**src/rtl/sha256_pkg.sv**
```systemverilog
// Shared SHA-256 types, constants and bit-mixing functions used by the block controller.
package sha256_pkg;

    localparam int WSIZE = 32;
    localparam int BLK_W = 512;
    localparam int DIG_W = 256;

    typedef logic [31:0]       word_t;
    // Ascending packed ranges: element 0 sits in the most significant bits (a / H0 / word 0).
    typedef logic [0:7][31:0]  work_t;
    typedef logic [0:15][31:0] msg_t;

    typedef enum logic [1:0] {
        ST_IDLE,
        ST_LOAD,
        ST_ROUND,
        ST_FINAL
    } state_t;

    localparam work_t H_INIT = {
        32'h6a09e667, 32'hbb67ae85, 32'h3c6ef372, 32'ha54ff53a,
        32'h510e527f, 32'h9b05688c, 32'h1f83d9ab, 32'h5be0cd19
    };

    localparam word_t K_TAB [64] = '{
        32'h428a2f98, 32'h71374491, 32'hb5c0fbcf, 32'he9b5dba5, 32'h3956c25b, 32'h59f111f1, 32'h923f82a4, 32'hab1c5ed5,
        32'hd807aa98, 32'h12835b01, 32'h243185be, 32'h550c7dc3, 32'h72be5d74, 32'h80deb1fe, 32'h9bdc06a7, 32'hc19bf174,
        32'he49b69c1, 32'hefbe4786, 32'h0fc19dc6, 32'h240ca1cc, 32'h2de92c6f, 32'h4a7484aa, 32'h5cb0a9dc, 32'h76f988da,
        32'h983e5152, 32'ha831c66d, 32'hb00327c8, 32'hbf597fc7, 32'hc6e00bf3, 32'hd5a79147, 32'h06ca6351, 32'h14292967,
        32'h27b70a85, 32'h2e1b2138, 32'h4d2c6dfc, 32'h53380d13, 32'h650a7354, 32'h766a0abb, 32'h81c2c92e, 32'h92722c85,
        32'ha2bfe8a1, 32'ha81a664b, 32'hc24b8b70, 32'hc76c51a3, 32'hd192e819, 32'hd6990624, 32'hf40e3585, 32'h106aa070,
        32'h19a4c116, 32'h1e376c08, 32'h2748774c, 32'h34b0bcb5, 32'h391c0cb3, 32'h4ed8aa4a, 32'h5b9cca4f, 32'h682e6ff3,
        32'h748f82ee, 32'h78a5636f, 32'h84c87814, 32'h8cc70208, 32'h90befffa, 32'ha4506ceb, 32'hbef9a3f7, 32'hc67178f2
    };

    function automatic word_t rotr(input word_t x, input int unsigned n);
        return (x >> n) | (x << (32 - n));
    endfunction

    function automatic word_t big_sigma0(input word_t x);
        return rotr(x, 2) ^ rotr(x, 13) ^ rotr(x, 22);
    endfunction

    function automatic word_t big_sigma1(input word_t x);
        return rotr(x, 6) ^ rotr(x, 11) ^ rotr(x, 25);
    endfunction

    function automatic word_t small_sigma0(input word_t x);
        return rotr(x, 7) ^ rotr(x, 18) ^ (x >> 3);
    endfunction

    function automatic word_t small_sigma1(input word_t x);
        return rotr(x, 17) ^ rotr(x, 19) ^ (x >> 10);
    endfunction

    function automatic word_t choose(input word_t e, input word_t f, input word_t g);
        return (e & f) ^ (~e & g);
    endfunction

    function automatic word_t majority(input word_t a, input word_t b, input word_t c);
        return (a & b) ^ (a & c) ^ (b & c);
    endfunction

    function automatic work_t round_step(input work_t v, input word_t k, input word_t w);
        word_t t1;
        word_t t2;
        work_t n;
        t1   = v[7] + big_sigma1(v[4]) + choose(v[4], v[5], v[6]) + k + w;
        t2   = big_sigma0(v[0]) + majority(v[0], v[1], v[2]);
        n[0] = t1 + t2;
        n[1] = v[0];
        n[2] = v[1];
        n[3] = v[2];
        n[4] = v[3] + t1;
        n[5] = v[4];
        n[6] = v[5];
        n[7] = v[6];
        return n;
    endfunction

endpackage

```
**src/rtl/sha256_block_ctrl_if.sv**
```systemverilog
// Block-source / digest-consumer bundle of the SHA-256 block controller.
interface sha256_block_ctrl_if;
    import sha256_pkg::*;

    logic             blk_valid;
    logic             blk_ready;
    logic [BLK_W-1:0] blk_data;
    logic             blk_first;
    logic [DIG_W-1:0] digest;
    logic             digest_valid;
    logic             busy;
    logic [5:0]       round_idx;

    modport master (
        output blk_valid, blk_data, blk_first,
        input  blk_ready, digest, digest_valid, busy, round_idx
    );

    modport slave (
        input  blk_valid, blk_data, blk_first,
        output blk_ready, digest, digest_valid, busy, round_idx
    );
endinterface

```
**src/rtl/sha256_chain_add.sv**
```systemverilog
// Lane-wise mod-2^32 sum of the block's base hash and the final working variables.
module sha256_chain_add
    import sha256_pkg::*;
(
    input  work_t base,
    input  work_t work,
    output work_t sum
);
    always_comb begin
        sum = '0;
        for (int unsigned i = 0; i < 8; i++) begin
            sum[i] = base[i] + work[i];
        end
    end
endmodule

```
**src/rtl/sha256_block_ctrl.sv**
```systemverilog
// Sequences one SHA-256 compression per accepted 512-bit block and keeps the chaining value.
module sha256_block_ctrl #(
    parameter int WSIZE  = 32,
    parameter int ROUNDS = 64
) (
    input logic clk,
    input logic rst,
    sha256_block_ctrl_if.slave bus
);
    import sha256_pkg::*;

    state_t           state;
    state_t           state_nxt;
    logic             ready_c;
    logic             busy_c;
    logic             load_en;
    logic             round_en;
    logic             final_en;
    logic             last_round;
    logic [5:0]       rcnt;
    msg_t             blk_q;
    logic             first_q;
    work_t            chain_q;
    work_t            base_q;
    work_t            work_q;
    work_t            base_sel;
    work_t            sum;
    logic [WSIZE-1:0] sched [16];
    logic [DIG_W-1:0] digest_q;
    logic             dv_q;

    assign last_round = (rcnt == 6'(ROUNDS - 1));
    // blk_first=0 after reset still sees H_INIT because chain_q resets to it.
    assign base_sel   = first_q ? H_INIT : chain_q;

    always_ff @(posedge clk) begin
        if (rst) state <= ST_IDLE;
        else     state <= state_nxt;
    end

    always_comb begin
        state_nxt = state;
        ready_c   = 1'b0;
        busy_c    = 1'b0;
        load_en   = 1'b0;
        round_en  = 1'b0;
        final_en  = 1'b0;
        case (state)
            ST_IDLE: begin
                ready_c = 1'b1;
                if (bus.blk_valid) state_nxt = ST_LOAD;
            end
            ST_LOAD: begin
                busy_c    = 1'b1;
                load_en   = 1'b1;
                state_nxt = ST_ROUND;
            end
            ST_ROUND: begin
                busy_c   = 1'b1;
                round_en = 1'b1;
                if (last_round) state_nxt = ST_FINAL;
            end
            ST_FINAL: begin
                busy_c    = 1'b1;
                final_en  = 1'b1;
                state_nxt = ST_IDLE;
            end
            default: state_nxt = ST_IDLE;
        endcase
    end

    always_ff @(posedge clk) begin
        if (rst) begin
            rcnt     <= '0;
            blk_q    <= '0;
            first_q  <= 1'b0;
            chain_q  <= H_INIT;
            base_q   <= '0;
            work_q   <= '0;
            digest_q <= '0;
            dv_q     <= 1'b0;
            for (int unsigned i = 0; i < 16; i++) sched[i] <= '0;
        end else begin
            dv_q <= 1'b0;
            if (ready_c && bus.blk_valid) begin
                blk_q   <= bus.blk_data;
                first_q <= bus.blk_first;
            end
            if (load_en) begin
                base_q <= base_sel;
                work_q <= base_sel;
                rcnt   <= '0;
                for (int unsigned i = 0; i < 16; i++) sched[i] <= blk_q[i];
            end
            if (round_en) begin
                // sched[0] is W[r]; the window slides one word per round.
                work_q <= round_step(work_q, K_TAB[rcnt], sched[0]);
                rcnt   <= rcnt + 6'd1;
                for (int unsigned i = 0; i < 15; i++) sched[i] <= sched[i + 1];
                sched[15] <= small_sigma1(sched[14]) + sched[9] + small_sigma0(sched[1]) + sched[0];
            end
            if (final_en) begin
                chain_q  <= sum;
                digest_q <= sum;
                dv_q     <= 1'b1;
            end
        end
    end

    sha256_chain_add u_chain_add (
        .base (base_q),
        .work (work_q),
        .sum  (sum)
    );

    assign bus.blk_ready    = ready_c;
    assign bus.busy         = busy_c;
    assign bus.round_idx    = round_en ? rcnt : '0;
    assign bus.digest       = digest_q;
    assign bus.digest_valid = dv_q;
endmodule

```
**src/flat_wrapper.sv**
```systemverilog
// flat-port wrapper written by rule: the top's interface ports become plain ports
module sha256_block_ctrl_flat import sha256_pkg::*;
#(
    parameter int WSIZE  = 32,
    parameter int ROUNDS = 64
)
  (clk, rst, bus_blk_valid, bus_blk_data, bus_blk_first, bus_blk_ready, bus_digest, bus_digest_valid, bus_busy, bus_round_idx);
  sha256_block_ctrl_if bus_i ();
  input logic clk;
  input logic rst;
  input wire logic [$bits(bus_i.blk_valid)-1:0] bus_blk_valid;
  input wire logic [$bits(bus_i.blk_data)-1:0] bus_blk_data;
  input wire logic [$bits(bus_i.blk_first)-1:0] bus_blk_first;
  output wire logic [$bits(bus_i.blk_ready)-1:0] bus_blk_ready;
  output wire logic [$bits(bus_i.digest)-1:0] bus_digest;
  output wire logic [$bits(bus_i.digest_valid)-1:0] bus_digest_valid;
  output wire logic [$bits(bus_i.busy)-1:0] bus_busy;
  output wire logic [$bits(bus_i.round_idx)-1:0] bus_round_idx;
  assign bus_i.blk_valid = bus_blk_valid;
  assign bus_i.blk_data = bus_blk_data;
  assign bus_i.blk_first = bus_blk_first;
  assign bus_blk_ready = bus_i.blk_ready;
  assign bus_digest = bus_i.digest;
  assign bus_digest_valid = bus_i.digest_valid;
  assign bus_busy = bus_i.busy;
  assign bus_round_idx = bus_i.round_idx;
  sha256_block_ctrl #(.WSIZE(WSIZE), .ROUNDS(ROUNDS)) u_core (.clk(clk), .rst(rst), .bus(bus_i));
endmodule
```
**config.mk**
```make
export PLATFORM = sky130hd
export DESIGN_NAME = sha256_block_ctrl_flat
export DESIGN_NICKNAME = d
export VERILOG_FILES = /design/src/rtl/sha256_pkg.sv /design/src/rtl/sha256_block_ctrl_if.sv /design/src/rtl/sha256_chain_add.sv /design/src/rtl/sha256_block_ctrl.sv /design/src/flat_wrapper.sv
export SDC_FILE = /design/constraint.sdc
export NUM_CORES = 2
export LEC_CHECK = 0
export BUFFER_PORTS_ARGS = -buffer_cell sky130_fd_sc_hd__buf_2
export CAP_MARGIN = 5
export CORE_ASPECT_RATIO = 0.75
export CORE_MARGIN = 5
export CORE_UTILIZATION = 66
export CTS_BUF_LIST = sky130_fd_sc_hd__clkbuf_16
export CTS_CLUSTER_SIZE = 16
export DETAILED_ROUTE_END_ITERATION = 8
export HOLD_SLACK_MARGIN = 0.02
export PLACE_DENSITY = 0.86
export SLEW_MARGIN = 40
export SYNTH_ARGS = -nofsm -noshare
export SYNTH_HDL_FRONTEND = slang
export SYNTH_SLANG_ARGS = --single-unit
```
**constraint.sdc**
```tcl
create_clock -name clk -period 28.5 [get_ports clk]
set_clock_uncertainty 0.05 [all_clocks]
set_input_delay 7.125 -clock clk [delete_from_list [all_inputs] [get_ports clk]]
set_output_delay 7.125 -clock clk [all_outputs]
set_load 0.02 [all_outputs]
```
==> flow_metrics.env <==
export IMPL_status="finished clean"
export IMPL_finalCritPeriodShare=0.359
export IMPL_crit_path_end_kind="flop"
export IMPL_yosysWarnings=0
export IMPL_dp_cells=13400
export IMPL_final_cell_mix="nand2_1, dfxtp_1, a21oi_1, nor2_1, buf_2"
export IMPL_insertion_delay_ns=0.87
export IMPL_num_io_pins=781
export IMPL_die_area_um2=163000
export IMPL_hold_buffers=0
export IMPL_htreeDepth=4
export IMPL_finalSetupViolations=0
export IMPL_finalMaxSlewViolations=0
export IMPL_worst_slew_pin_slew_ns=0.953
export IMPL_io_buffers=780
export IMPL_drtPass1Iterations=8
export IMPL_startpoint_type="flop"
export IMPL_ys_types=108
export IMPL_critical_path_peak_fanout=28
export IMPL_fp_row_count=125
export IMPL_fin_tns_setup_ns=0
export IMPL_final_antenna_net_count=0
export IMPL_synth_seq_area_share=0.429
export IMPL_numCtsBuffers=180
export IMPL_fin_nets=12600
export IMPL_syn_nets=12500
export IMPL_cts_resized=0
export IMPL_muxShareOfSynthArea=0.0397
export IMPL_synth_top_area_frac=0.279
export IMPL_yosys_area_share_simple=0.156
export IMPL_ys_top_cells_by_area="dfxtp_1, edfxtp_1, a21oi_1, nand2_1, ha_1"
export IMPL_cts_sinks=1938
export IMPL_viasPerCell=6.55
export IMPL_crit_type="reg2reg"
export IMPL_clock_fmax_mhz=97.7
export IMPL_dieHeight_um=351
export IMPL_core_um2=155000
export IMPL_clk_pin_slew_ns=0.06
export IMPL_layout_commonest_cell="nand2_1"
export IMPL_groute_usage_overall=0.426
export IMPL_cts_root_buf="clkbuf_16"
export IMPL_drc=0
export IMPL_synth_ff_type="dfxtp_1"
export IMPL_synthAdderAreaFrac=0.0885
export IMPL_drt_iter0_markers=12600
export IMPL_die_width_um=465
export IMPL_routed_wl_um=363000
export IMPL_hold_class="reg2reg"
export IMPL_slowest_stage="a2111oi_0"
export IMPL_syn_area_per_cell_um2=8.98
export IMPL_syn_area_um2=102000
export IMPL_synth_top_family_by_area="compound AO/OA/AOI/OAI gates"
export IMPL_vias=89900
export IMPL_synth_compound_area_share=0.191
export IMPL_instances_no_fill=13700
export IMPL_start_util=0.662
export IMPL_drive_gt1_frac=0.107
export IMPL_synth_seq_cells=1938
export IMPL_cts_max_path_buffers=3
export IMPL_place_hpwl_um=261000
export IMPL_hold_ws_ns=0.404
export IMPL_cts_tree="yes"
export IMPL_grt_pass1_wl_um=530000
export IMPL_gp_congestion=1.02
export IMPL_finalCriticalPeriod_ns=10.24
export IMPL_crit_family="compound AO/OA/AOI/OAI gates"
export IMPL_synth_edf_count=512
export IMPL_worst_slew_margin_rel=0.364
export IMPL_yosys_area_top_type="dfxtp_1"
export IMPL_slowest_delay_ns=0.79
export IMPL_cts_setup_buffers=0
export IMPL_rsz0062_at_grt="no"
export IMPL_synth_cells=11400
export IMPL_hold_viol_final=0
export IMPL_wl_per_cell_um=26.4
export IMPL_gr_total_overflow=0
export IMPL_cap_viol_max_count=0
export IMPL_async_flop_share=0
export IMPL_synthXorXnorAreaFrac=0.0463
export IMPL_area_growth_pct=9.68
export IMPL_cp_required_ns=29.16
export IMPL_antenna_found_initial=13
export IMPL_worstPathArrival_ns=10.89
export IMPL_grt_start_max_net_pins=202
export IMPL_crit_buf_inv=6
export IMPL_grt_pass1_vias=84200
==> state kept, by name (all words and copies together), names as in the netlist <==
signal,cells
u_core.bus.digest,255
u_core.blk_q,512
u_core.state,2
u_core.chain_q,137
u_core.first_q,1
u_core.work_q,256
u_core.bus.digest_valid,1
u_core.sched,512
u_core.base_q,256
u_core.rcnt,6
==> cell type report <==
class	instances	area (um^2)
Multi-Input combinational cell	8243	53500
Sequential cell	1938	43900
Fill cell	11300	42300
Timing Repair Buffer	893	5250
Clock buffer	180	4500
Tap cell	2032	2540
Clock inverter	156	1310
Inverter	287	1080
Antenna cell	9	22.5
==> layer usage <==
metal,up-vias,global-route usage,part of all wire
li1,40000,-,-
met1,43100,0.566,0.38
met2,5708,0.633,0.43
met3,1092,0.111,0.12
met4,12,0.248,0.069
met5,-,0,0.00024
==> tightest hold or removal path, delay by kind of cell, from the launching register on <==
kind / cells / cell delay, ns
DFF: 1 / 0.31
AOI/OAI and AO/OA: 1 / 0.05
and+or+nand+nor: 1 / 0.05
==> kinds of logic after synthesis <==
family,after synthesis
buffers and inverters,1204
flip-flops,1938
multiplexers,398
adder cells (fa/ha/maj),611
XOR/XNOR,537
AND/OR/NAND/NOR,3624
AO/OA/AOI/OAI,3073
==> cell usage after synthesis (178+ instances only) <==
master,count
edfxtp_1,512
a211oi_1,306
o21ai_0,392
a21o_1,178
nand2_1,1665
a22o_1,336
nor2_1,1087
a21oi_1,1303
inv_1,284
clkbuf_1,743
xnor2_1,402
mux2i_1,372
ha_1,394
fa_1,195
dfxtp_1,1426
==> final timing paths <==
path	from	to	slack (ns)	cells past startpoint
max	u_core.rcnt[0]$_SDFFE_PP0P_	u_core.work_q[249]$_SDFFE_PP0P_	18.26	37
min	u_core.blk_q[411]$_SDFFE_PP0P_	u_core.blk_q[411]$_SDFFE_PP0P_	0.40	2
max reg2reg	u_core.rcnt[0]$_SDFFE_PP0P_	u_core.work_q[249]$_SDFFE_PP0P_	18.26	37
min reg2reg	u_core.blk_q[411]$_SDFFE_PP0P_	u_core.blk_q[411]$_SDFFE_PP0P_	0.40	2
==> metrics by stage <==
stage	util	worst slack (ns)	area (um^2)
after floorplan	-	14.21	102000
after global placement	0.685	17.52	106000
after detailed placement	0.687	17.87	106000
after CTS	0.725	18.57	112000
after global routing	0.726	17.67	112000
final	0.726	18.26	112000
Power is left out: the tool's default activity adds up to more than one toggle a clock period on the data nets, which glitch-free logic cannot reach.
